**config.mk**
```make
export PLATFORM = sky130hd
export DESIGN_NAME = display_7seg_5bits
export DESIGN_NICKNAME = d
export VERILOG_FILES = /design/src/rtl/display_7seg_5bits.sv
export SDC_FILE = /design/constraint.sdc
export NUM_CORES = 1
export LEC_CHECK = 0
export ABC_AREA = 1
export BUFFER_PORTS_ARGS = -buffer_cell sky130_fd_sc_hd__buf_4
export CORE_MARGIN = 1.5
export CORE_UTILIZATION = 45
export DETAILED_ROUTE_END_ITERATION = 12
export SLEW_MARGIN = 20
export SYNTH_ARGS = -nofsm -noshare
export SYNTH_HDL_FRONTEND = slang
export SYNTH_SLANG_ARGS = --single-unit
export TNS_END_PERCENT = 10
```
**constraint.sdc**
```tcl
create_clock -name clk_i -period 3.6 [get_ports clk_i]
set_input_delay 0.9 -clock clk_i [delete_from_list [all_inputs] [get_ports clk_i]]
set_output_delay 0.9 -clock clk_i [all_outputs]
set_load 0.05 [all_outputs]
```
**src/rtl/display_7seg_5bits.sv**
```systemverilog
// display_7seg_5bits: shows a 5-bit value (0..31) in decimal on the two lower
// digits of a 4-digit multiplexed seven-segment display. The two upper digits
// are scanned but kept dark, so every digit gets the same duty cycle.
// The value is captured once per scan frame, at the edge that selects the units
// digit. A frame therefore never mixes digits from two different values.
module display_7seg_5bits #(
   parameter int REFRESH_DIV = 50000,
   parameter bit BLANK_LZ    = 1'b1
) (
   input  logic       clk_i,
   input  logic       rst_i,
   input  logic [4:0] valor_i,
   input  logic       en_i,
   output logic [6:0] seg_o,
   output logic [3:0] an_o,
   output logic       dp_o
);

   localparam int            CW     = (REFRESH_DIV > 1) ? $clog2(REFRESH_DIV) : 1;
   localparam logic [CW-1:0] TC_VAL = CW'(REFRESH_DIV - 1);

   localparam logic [6:0] SEG_DARK = 7'b1111111;
   localparam logic [3:0] AN_DARK  = 4'b1111;

   logic [CW-1:0] r_div_cnt;
   logic [1:0]    r_idx;
   logic [4:0]    r_snap;
   logic [6:0]    r_seg;
   logic [3:0]    r_an;

   logic          w_tc;
   logic [1:0]    w_idx_next;
   logic [4:0]    w_snap_next;
   logic [3:0]    w_tens;
   logic [3:0]    w_units;
   logic [6:0]    w_seg_next;
   logic [3:0]    w_an_next;

   // Active-low glyph for one decimal digit, bit order {g,f,e,d,c,b,a}.
   function automatic logic [6:0] f_glyph(input logic [3:0] d);
      logic [6:0] g;
      case (d)
         4'd0:    g = 7'b1000000;
         4'd1:    g = 7'b1111001;
         4'd2:    g = 7'b0100100;
         4'd3:    g = 7'b0110000;
         4'd4:    g = 7'b0011001;
         4'd5:    g = 7'b0010010;
         4'd6:    g = 7'b0000010;
         4'd7:    g = 7'b1111000;
         4'd8:    g = 7'b0000000;
         4'd9:    g = 7'b0010000;
         default: g = SEG_DARK;
      endcase
      return g;
   endfunction

   assign w_tc = (r_div_cnt == TC_VAL);

   // Next index and the snapshot the display will use after this edge. The
   // output register looks at these, so the units digit appears together with
   // the freshly captured value rather than one slot late.
   always_comb begin
      w_idx_next  = r_idx;
      w_snap_next = r_snap;
      if (w_tc) begin
         w_idx_next = r_idx + 2'd1;
         if (r_idx == 2'd3) begin
            w_snap_next = valor_i;
         end
      end
   end

   // Binary to two BCD digits; the value never exceeds 31, so tens is 0..3.
   always_comb begin
      w_tens  = 4'd0;
      w_units = 4'(w_snap_next);
      if (w_snap_next >= 5'd30) begin
         w_tens  = 4'd3;
         w_units = 4'(w_snap_next - 5'd30);
      end else if (w_snap_next >= 5'd20) begin
         w_tens  = 4'd2;
         w_units = 4'(w_snap_next - 5'd20);
      end else if (w_snap_next >= 5'd10) begin
         w_tens  = 4'd1;
         w_units = 4'(w_snap_next - 5'd10);
      end
   end

   // Anode/segment pattern for the next index; dark when disabled or unused.
   always_comb begin
      w_an_next  = AN_DARK;
      w_seg_next = SEG_DARK;
      if (en_i) begin
         case (w_idx_next)
            2'd0: begin
               w_an_next  = 4'b1110;
               w_seg_next = f_glyph(w_units);
            end
            2'd1: begin
               if (!(BLANK_LZ && (w_tens == 4'd0))) begin
                  w_an_next  = 4'b1101;
                  w_seg_next = f_glyph(w_tens);
               end
            end
            default: begin
               w_an_next  = AN_DARK;
               w_seg_next = SEG_DARK;
            end
         endcase
      end
   end

   // Refresh divider, digit index and once-per-frame value snapshot.
   always_ff @(posedge clk_i or posedge rst_i) begin
      if (rst_i) begin
         r_div_cnt <= '0;
         r_idx     <= 2'd3;
         r_snap    <= 5'd0;
      end else begin
         r_div_cnt <= w_tc ? '0 : r_div_cnt + 1'b1;
         r_idx     <= w_idx_next;
         r_snap    <= w_snap_next;
      end
   end

   // Registered display drive; reloaded every cycle so enable acts at once.
   always_ff @(posedge clk_i or posedge rst_i) begin
      if (rst_i) begin
         r_an  <= AN_DARK;
         r_seg <= SEG_DARK;
      end else begin
         r_an  <= w_an_next;
         r_seg <= w_seg_next;
      end
   end

   assign an_o  = r_an;
   assign seg_o = r_seg;
   assign dp_o  = 1'b1;

endmodule
```
Word-level counts from Yosys, hierarchy flattened --
Memory sizes are Yosys's and may differ from the RTL's. Index checks and enable logic that the tools add are counted.
Operators by class: muxes and demuxes 16, $mul 0, div/mod/pow operators 0, bitwise operators 0, $add $sub $neg 5, equality and inequality tests 3, reductions and logical operators 2, shift-type cells 0, order comparisons 3
Operators by type and width (number):
- adder 16 x 1 -> 16 bit, second input constant | 1
- == test 16 bit, second input constant | 1
- two-way mux 16 bit | 1
- two-way mux 7 bit | 2
- case mux 7 bit (2 select lines) | 1
- two-way mux 4 bit | 3
- greater-or-equal comparator 5 bit, second input constant | 2
- two-way mux 2 bit | 5
- two-way mux 5 bit | 2
- subtractor 4 bit, second input constant | 2
- greater-or-equal comparator 5 x 4 -> 1 bit, second input constant | 1
- logical NOT 4 bit | 1
- case mux 2 bit (2 select lines) | 1
- subtractor 4 x 3 -> 4 bit, second input constant | 1
- adder 2 x 1 -> 2 bit, second input constant | 1
- == test 2 x 1 -> 1 bit, second input constant | 1
- == test 2 bit, second input constant | 1
- logical NOT 2 bit | 1
- two-way mux 1 bit | 1
Word-level totals: register bits 34, bits in latches 0, bits in read-only memories 224, RAM bits 0, output and inout port bits 12, input bits 8, word-level logic and storage cells 36, memories 2
Memory list:
- (no name shown) | words 16, width 7, read ports 1, clocked after Yosys merged registers in 0, wr ports 0, line 42 | case (d)
- (no name shown) | words 16, width 7, read ports 1, clocked after Yosys merged registers in 0, wr ports 0, line 42

Longest topological paths before layout --
Gate-level depths: netlist of run 1.
depth in word-level cells 11, depth in mapped cells 23, gate-level depth less buffers 23

Least setup slack after synthesis of run 1 --
No wires, ideal clock.
path type input -> register, from input port valor_i[2], to register r_seg[3] (netlist: seg_o[3]), stages on the path 15, data required time 3.511 ns, buffers on the path 0, arrival time 2.794 ns, path slack 0.718 ns, cells stage by stage o21ai_0 nand3_1 nand2_1 inv_1 ha_1 nand2_1 nor2_2 nor2_4 nand3_1 nand2_1 inv_1 ha_1 nand3_1 a21oi_1 o21ai_1
Between the ends: cells in the longest elaborated chain, start to end 10, elaborated cells between the ends (all ways) 20
Ends and longest elaborated chain:
- start: declaration | line 12 | input logic [4:0] valor_i,
- two-way mux 5 bit (*) | line 68 | if (r_idx == 2'd3) begin
- two-way mux 5 bit (*) | line 66 | if (w_tc) begin
- net w_snap_next[2] | line 33 | logic [4:0] w_snap_next;
- greater-or-equal comparator 5 x 4 -> 1 bit | line 84 | end else if (w_snap_next >= 5'd10) begin
- two-way mux 1 bit | line 84
- two-way mux 2 bit | line 81 | end else if (w_snap_next >= 5'd20) begin
- two-way mux 2 bit | line 78 | if (w_snap_next >= 5'd30) begin
- memory (16 x 7 bit) / logical NOT 4 bit (equally long branches)
- two-way mux 7 bit | line 101 | if (!(BLANK_LZ && (w_tens == 4'd0))) begin
- case mux 7 bit (2 select lines) (*) | line 95 | case (w_idx_next)
- two-way mux 7 bit (*) | line 94 | if (en_i) begin
- net w_seg_next[3] | line 36 | logic [6:0] w_seg_next;
- end signal: assignment | line 134 | r_seg <= w_seg_next;
- end: declaration | line 28 | logic [6:0] r_seg;
The timed path passes the listed nets; every way through them passes the cells marked *.

Final worst setup path of run 1 --
from register r_div_cnt[0], to register r_seg[3] (netlist: seg_o[3])
Between the ends: cells in the longest elaborated chain, start to end 10, elaborated cells between the ends (all ways) 23
Ends and longest elaborated chain:
- start: declaration | line 25 | logic [CW-1:0] r_div_cnt;
- start signal: assignment | line 121 | r_div_cnt <= w_tc ? '0 : r_div_cnt + 1'b1;
- == test 16 bit (*) | line 58 | assign w_tc = (r_div_cnt == TC_VAL);
- two-way mux 5 bit (*) | line 66
- net w_snap_next[1] | line 33
- greater-or-equal comparator 5 x 4 -> 1 bit | line 84
- two-way mux 1 bit | line 84
- two-way mux 2 bit | line 81
- two-way mux 2 bit | line 78
- memory (16 x 7 bit) / logical NOT 4 bit (equally long branches)
- two-way mux 7 bit | line 101
- case mux 7 bit (2 select lines) (*) | line 95
- two-way mux 7 bit (*) | line 94
- net w_seg_next[3] | line 36
Marks and branches as above.

==> run metrics, run 1 <==
maximum vdd drop 141 µV; Syn. warnings 0; Seq/Total Area, Yosys 0.397; status completed; final core utilization 0.537; Worst-path clk slew 0.07 ns; flop-to-flop setup slack roughly 0.53 ns; Max clock buf depth 2; routed wire length 3920 µm; async set-reset flop share out of synthesis 1.00; worst r2r path cells 19; Worst Clk Skew 0.00522 ns; die height 70.5 µm; H-tree depth 2; Hold Startpoint r_div_cnt[0]$_DFF_PP0_; Post-CTS Setup Bufs 0; PD cells between 300 and 400 nW/µm²; mean post-synth cell area 7.52 µm²; fillers 444; floorplan row count 24; critical path endpoint category flop; Most Crowded Layer GR met2; Critical Path AT ~3.3 ns; antenna-violating nets left 0; # IOs 20; post-synthesis register bit count 32; Slowest-stage cell, CP dfrtp_1; routed via count about 1700; slew margin rel. 0.609; share of post-route cells with drive strength above 1 0.211; first-pass GRT wire length between 7000 and 8000 µm; Max Fclk around 0.33 GHz; Area Growth Syn to Fin 14.7%; fin crit share 0.854; Core ar. about 4400 µm²; post-synth cell types 35; Post-Syn Area 2050 µm²; DIE AREA 4980 µm²; Root Buffer clkbuf_8; CP bufs+invs 3; cell count after synthesis 273; vias per cell 4.83; CP delay by family, top simple AND/OR/NAND/NOR gates; wire per inst approximately 11 µm; setup violators final 0; initial core utilization 0.468; met2 Track Usage GR 0.299; final hold viol count 0; drt initial violations 71; global routing usage on met3 0.0442; clock sink count 32; critical path cell sequence ha_1 -> nand3_1 -> nor2_4 -> nand2_4 -> inv_1 -> nand2_1 -> nand2_1 -> inv_1 -> ha_1 -> nand3_1 -> nand3_1 -> nand2_1 -> nand3_1 -> nand2_1 -> inv_1 -> ha_1 -> nand3_1 -> a21oi_1 -> o21ai_1; worst slew pin tran just under 0.6 ns; Layout Nets 315; drt pass-1 iters 4; vias in the first global route 1613; port bufs 16; static leakage 1.31 nW; Worst EP required 3.80 ns; die width a little over 70 µm; Placer Congestion 0.898; cts bufs inserted 5; RSZ-0062 raised after global routing false; Worst R2R Start r_div_cnt[0]$_DFF_PP0_; Power Total 0.000745 W; DRC viols 0; Worst Hold Class reg2reg; crit path max fanout 8; Final min period 3.07 ns; antenna violations before repair 0; post-DP HPWL 3070 µm; Setup TNS 0 ns; Crit Path Class reg2reg; GRT Total Usage 0.184; maxcap violations 0; commonest register cell after synthesis dfrtp_1; hold path cells 1; met1 usage in global routing 0.238; Max Slew Vio Count 0; diode count 0; CP max stage delay 0.37 ns; r2r endpoint seg_o[3]$_DFF_PP1_; largest net degree at the start of global routing 28; Post-synth EDFFs 0; grt ovf 0; Hold EP r_div_cnt[0]$_DFF_PP0_; clk_lat worst skew 0.28 ns; TritonCTS clock tree built; cell mode on critical path nand3_1; Startpoint Class flop
==> report_power, final <==
part / total, W / switching, W / internal (W) / leakage [nW]
clock network: 0.000340 / 0.000134 / 0.000205 / 0.0552
registers: 0.000366 / 0.000000713 / 0.000365 / 0.384
logic: 0.0000399 / 0.0000293 / 0.0000105 / 0.868
==> cell families (layout without fill, tap and decap cells) <==
group	Yosys count	after routing	share of synthesized area
adder cells (fa/ha/maj)	9	9	0.0548
buffers and inverters	50	74	0.0981
flip-flops	32	32	0.397
other	1	3	0.00183
multiplexers	1	1	0.00488
AND/OR/NAND/NOR	152	152	0.354
XOR/XNOR	4	4	0.0171
AO/OA/AOI/OAI	24	24	0.0725
==> registers in the layout, summed over array words and instances (netlist names) <==
signal / count
r_div_cnt: 16
an_o: 2
r_idx: 2
seg_o: 7
r_snap: 5
==> stage by stage <==
| step | setup WS, ns | cell area, µm² | cells | hold WS (ns) |
|---|---|---|---|---|
| 6_report | 0.525 | 2360 | 351 | 0.463 |
| 5_1_grt | 0.0665 | 2360 | 351 | 0.514 |
| 4_1_cts | 0.426 | 2350 | 351 | 0.469 |
| 3_5_place_dp | 0.340 | 2250 | 343 | 0.459 |
| 3_3_place_gp | 0.408 | 2250 | 343 | 0.451 |
| 2_1_floorplan | 0.718 | 2060 | 275 | 0.430 |
==> cell usage in the layout, fill, tap and decap left out <==
master and count:
a21oi_4 1, o21ai_0 11, or2_1 1, conb_1 3
inv_2 2, nor3b_1 1, o21bai_1 1, a211oi_1 1
xor2_1 2, o21ai_1 1, nor2_2 4, xnor2_1 2
nor2_1 28, nand2_1 66, and3_1 1, or2_4 1
nor2_4 3, clkbuf_8 5, inv_1 44, a31oi_1 1
mux2i_1 1, clkbuf_1 1, a21oi_1 7, bufinv_16 1
nor2_8 1, nand2_4 2, inv_4 1, nor3_1 2
dfrtp_1 21, buf_4 19, nand3_1 25, dfstp_2 11
ha_1 9, nand3_2 1, nand3b_1 1, nand4_1 6
nand2_2 9, o21ai_4 1, clkinv_2 1
==> worst reg2reg max path: stages, from the launching register on <==
cell,delay (ns)
dfrtp_1,0.37
ha_1,0.19
nand3_1,0.17
nor2_4,0.22
nand2_4,0.12
inv_1,0.10
nand2_1,0.07
nand2_1,0.14
inv_1,0.11
ha_1,0.21
nand3_1,0.13
nand3_1,0.13
nand2_1,0.11
nand3_1,0.07
nand2_1,0.17
inv_1,0.10
ha_1,0.28
nand3_1,0.09
a21oi_1,0.15
o21ai_1,0.08
==> cells in the mapped netlist, types with 2 or more instances <==
| cell type | number | area, µm² |
|---|---|---|
| nand3_1 | 25 | 125 |
| nand2_1 | 67 | 251 |
| xnor2_1 | 2 | 17.5 |
| dfstp_2 | 11 | 289 |
| dfrtp_1 | 21 | 526 |
| nand2_2 | 8 | 50.1 |
| buf_4 | 3 | 22.5 |
| nor2_1 | 28 | 105 |
| inv_1 | 45 | 169 |
| nand4_1 | 6 | 37.5 |
| o21ai_0 | 11 | 55.1 |
| nor2_2 | 4 | 25.0 |
| nand2_4 | 2 | 22.5 |
| ha_1 | 9 | 113 |
| nor3_1 | 2 | 10.0 |
| xor2_1 | 2 | 17.5 |
| nor2_4 | 3 | 33.8 |
| a21oi_1 | 7 | 35.0 |
==> worst max-delay path by stage <==
stage / from / end / slack [ns] / cells after the start
floorplan: valor_i[2] / seg_o[3]$_DFF_PP1_ / 0.72 / 15
global placement: valor_i[2] / seg_o[3]$_DFF_PP1_ / 0.41 / 18
detailed placement: valor_i[2] / seg_o[3]$_DFF_PP1_ / 0.34 / 18
CTS: r_idx[0]$_DFF_PP1_ / seg_o[3]$_DFF_PP1_ / 0.43 / 19
global route: r_idx[0]$_DFF_PP1_ / seg_o[3]$_DFF_PP1_ / 0.07 / 19
finish: r_div_cnt[0]$_DFF_PP0_ / seg_o[3]$_DFF_PP1_ / 0.53 / 19
==> per-layer routing <==
layer / part of all wire / wire length (µm)
met1: 0.47 / 1850
met2: 0.48 / 1880
met3: 0.028 / 111
met4: 0.020 / 79
met5: 0 / 0
==> final cells by class <==
type,count,area (µm²),area share
timing repair buffer,19,143,0.0605
sequential,32,815,0.346
clock inverter,2,35.0,0.0149
tap,52,65.1,0.0276
multi-input combinational,193,1050,0.445
clock buffer,6,72.6,0.0308
inverter,47,179,0.0759
==> repair_timing <==
item / in CTS / in global routing
hold buffers: 0 / 0
gates resized for setup: 0 / 1
setup endpoints to repair: 0 / 2
Power figures use the tool's default switching activity.
==> run 2, diff against run 1 <==
--- a/config.mk
+++ b/config.mk
@@ -6,10 +6,11 @@
 export NUM_CORES = 1
 export LEC_CHECK = 0
 export ABC_AREA = 1
-export BUFFER_PORTS_ARGS = -buffer_cell sky130_fd_sc_hd__buf_4
 export CORE_MARGIN = 1.5
 export CORE_UTILIZATION = 45
 export DETAILED_ROUTE_END_ITERATION = 12
+export DONT_BUFFER_PORTS = 1
+export PLACE_DENSITY = 0.62
 export SLEW_MARGIN = 20
 export SYNTH_ARGS = -nofsm -noshare
 export SYNTH_HDL_FRONTEND = slang
==> run 2 against run 1 <==
Compared with the run above: worst hold slack improved by 0.0051 ns; design area fell by 6.5%; cell count fell by 5.1%; count of clock-buffer cells in the layout fell by 1; largest cell class unchanged; utilization fell by 3.5 points; first-iteration DRC count fell by 15%; fmax fell by 6.2%; clock power fell by 19%; combinational power fell by 55%; via count fell by 4.5%; clock skew fell by 0.0018 ns.
==> run metrics, run 2 (synthesis results as in run 1) <==
fin crit share 0.911 (+0.0568); most common cell after layout, fill and taps aside nand2_1; DRC viols 0 (unchanged); Max clock buf depth 2 (unchanged); Worst R2R Start r_div_cnt[0]$_DFF_PP0_; CP delay by family, top simple AND/OR/NAND/NOR gates; Core ar. 4380 µm² (unchanged); Top reg by flops r_div_cnt; cell mode on critical path nand2_1; die height 70.5 µm (unchanged); flop-to-flop setup slack 0.32 ns (-0.20 ns); # IOs 20 (unchanged); Critical Path AT 3.48 ns (+0.21 ns); Placed Area 2110 µm² (-6.0%); static leakage 1.21 nW (-7.4%); Root Buffer clkbuf_8; Placer Congestion 0.871 (-3.0%); post-route insts no fill 333 (-5.1%); Area Growth Syn to Fin 7.31%; dpl ws 0.296 ns (-0.0437 ns); setup violators final 0 (unchanged); status completed; Layout Nets 297 (-5.7%); port bufs 0 (-16); met2 Track Usage GR 0.284 (-0.0147); Final min period 3.28 ns (+0.205 ns); global routing usage on met3 0.0385 (-0.00570); initial core utilization 0.468 (unchanged); hold path cells 1 (unchanged); fin area 2200 µm² (-6.5%); critical path endpoint category flop; stages on the worst setup path 19 (unchanged); drt initial violations 60 (-15%); RSZ-0062 raised after global routing false; vias per cell 4.86 (+0.68%); grt ovf 0 (unchanged); wire per inst 11.5 µm (+3.1%); worst slew pin tran 0.946 ns (+0.360 ns); Hold EP r_div_cnt[0]$_DFF_PP0_; antenna violations before repair 0 (unchanged); diode count 0 (unchanged); Crit Path Class reg2reg; Setup TNS 0 ns (unchanged); Most Crowded Layer GR met2; met1 usage in global routing 0.224 (-0.0138); vias in the first global route 1504 (-6.8%); crit path max fanout 10 (+2); CP bufs+invs 3 (unchanged); largest net degree at the start of global routing 27 (-3.6%); TritonCTS clock tree built; most frequent cells in the layout nand2_1, inv_1, nor2_1; Max Fclk 0.305 GHz (-6.2%); cts bufs inserted 5 (unchanged); Post-CTS Setup Bufs 0 (unchanged); floorplan row count 24 (unchanged); antenna-violating nets left 0 (unchanged); PD cells 304 nW/µm² (-3.8%); routed via count 1619 (-4.5%); first-pass GRT wire length 6820 µm (-6.7%); r2r endpoint seg_o[3]$_DFF_PP1_; Largest register FFs 16 (unchanged); Worst Hold Class reg2reg; Worst EP required 3.80 ns (about the same); Startpoint Class flop; Inst Count DP 325 (-5.2%); final core utilization 0.503 (-0.0348); drt pass-1 iters 4 (unchanged); slew margin rel. 0.369 (-0.240); critical path cell sequence ha_1 -> nand3_1 -> nor2_4 -> nand2_4 -> inv_1 -> nand2_1 -> nand2_1 -> inv_1 -> ha_1 -> nand2_1 -> nor2_2 -> nor2_4 -> nand3_1 -> nand2_1 -> inv_1 -> ha_1 -> nand3_1 -> a21oi_1 -> o21ai_1; Slowest-stage cell, CP dfrtp_1; Worst Clk Skew 0.00347 ns (-0.00175 ns); clock sink count 32 (unchanged); post-DP HPWL 3050 µm (-0.72%); CP max stage delay 0.38 ns (about the same); DIE AREA 4980 µm² (unchanged); worst r2r path cells 19 (unchanged); Max Slew Vio Count 0 (unchanged); H-tree depth 2 (unchanged); routed wire length 3830 µm (-2.2%); share of post-route cells with drive strength above 1 0.157 (-0.0541); maximum vdd drop 155 µV (+9.9%); die width 70.5 µm (unchanged); clk_lat worst skew 0.28 ns (about the same); post-CTS resize count 0 (unchanged); GRT Total Usage 0.170 (-0.0139); Final WS setup 0.321 ns (-0.205 ns); maxcap violations 0 (unchanged); Worst-path clk slew 0.07 ns (about the same); Hold Startpoint r_div_cnt[0]$_DFF_PP0_; final hold viol count 0 (unchanged)
-- run 2: power breakdown --
part | switching (W) | internal, W | total, W
Clock | 0.000138 | 0.000137 | 0.000275
Sequential | 0.0000117 | 0.000365 | 0.000377
Combinational | 0.0000160 | 0.00000211 | 0.0000181
Total | 0.000166 | 0.000504 | 0.000670
-- run 2: area by class of cell --
type                            count  area (µm²)
Fill cell                         429        2180
Multi-Input combinational cell    193        1040
Sequential cell                    32         815
Inverter                           47         179
Clock buffer                        5        68.8
Tap cell                           52        65.1
Clock inverter                      3        23.8
Timing Repair Buffer                1        7.51
-- run 2: per-layer routing --
metal	share of wire	wire, µm	vias up
met4	0.012	45	0
li1	-	-	858
met1	0.47	1810	738
met2	0.49	1870	18
met5	0	0	-
met3	0.029	112	5
-- run 2: worst max path at each step --
stage	from	to
2_1_floorplan	valor_i[2]	seg_o[3]$_DFF_PP1_
3_3_place_gp	r_div_cnt[0]$_DFF_PP0_	seg_o[3]$_DFF_PP1_
3_5_place_dp	r_div_cnt[0]$_DFF_PP0_	seg_o[3]$_DFF_PP1_
4_1_cts	r_div_cnt[0]$_DFF_PP0_	seg_o[3]$_DFF_PP1_
5_1_grt	r_div_cnt[0]$_DFF_PP0_	seg_o[3]$_DFF_PP1_
6_report	r_div_cnt[0]$_DFF_PP0_	seg_o[3]$_DFF_PP1_
-- run 2: worst reg2reg max path: cells and delay by family, from the launching register on --
family                     cells  cell delay [ns]
DFF                            1             0.38
adders and majority gates      3             0.73
AOI/OAI and AO/OA              2             0.27
and+or+nand+nor               11             1.50
buffers and inverters          3             0.33
-- run 2: per-stage QoR --
stage / hold WS (ns) / power, W
2_1_floorplan: 0.430 / 0.000401
3_3_place_gp: 0.453 / 0.000402
3_5_place_dp: 0.460 / 0.000402
4_1_cts: 0.470 / 0.000678
5_1_grt: 0.515 / 0.000694
6_report: 0.468 / 0.000670
-- run 2: what timing repair did --
| action | in CTS | in global routing |
|---|---|---|
| setup endpoints to repair | 0 | 2 |
| hold buffers | 0 | 0 |
| hold endpoints to repair | 0 | 0 |
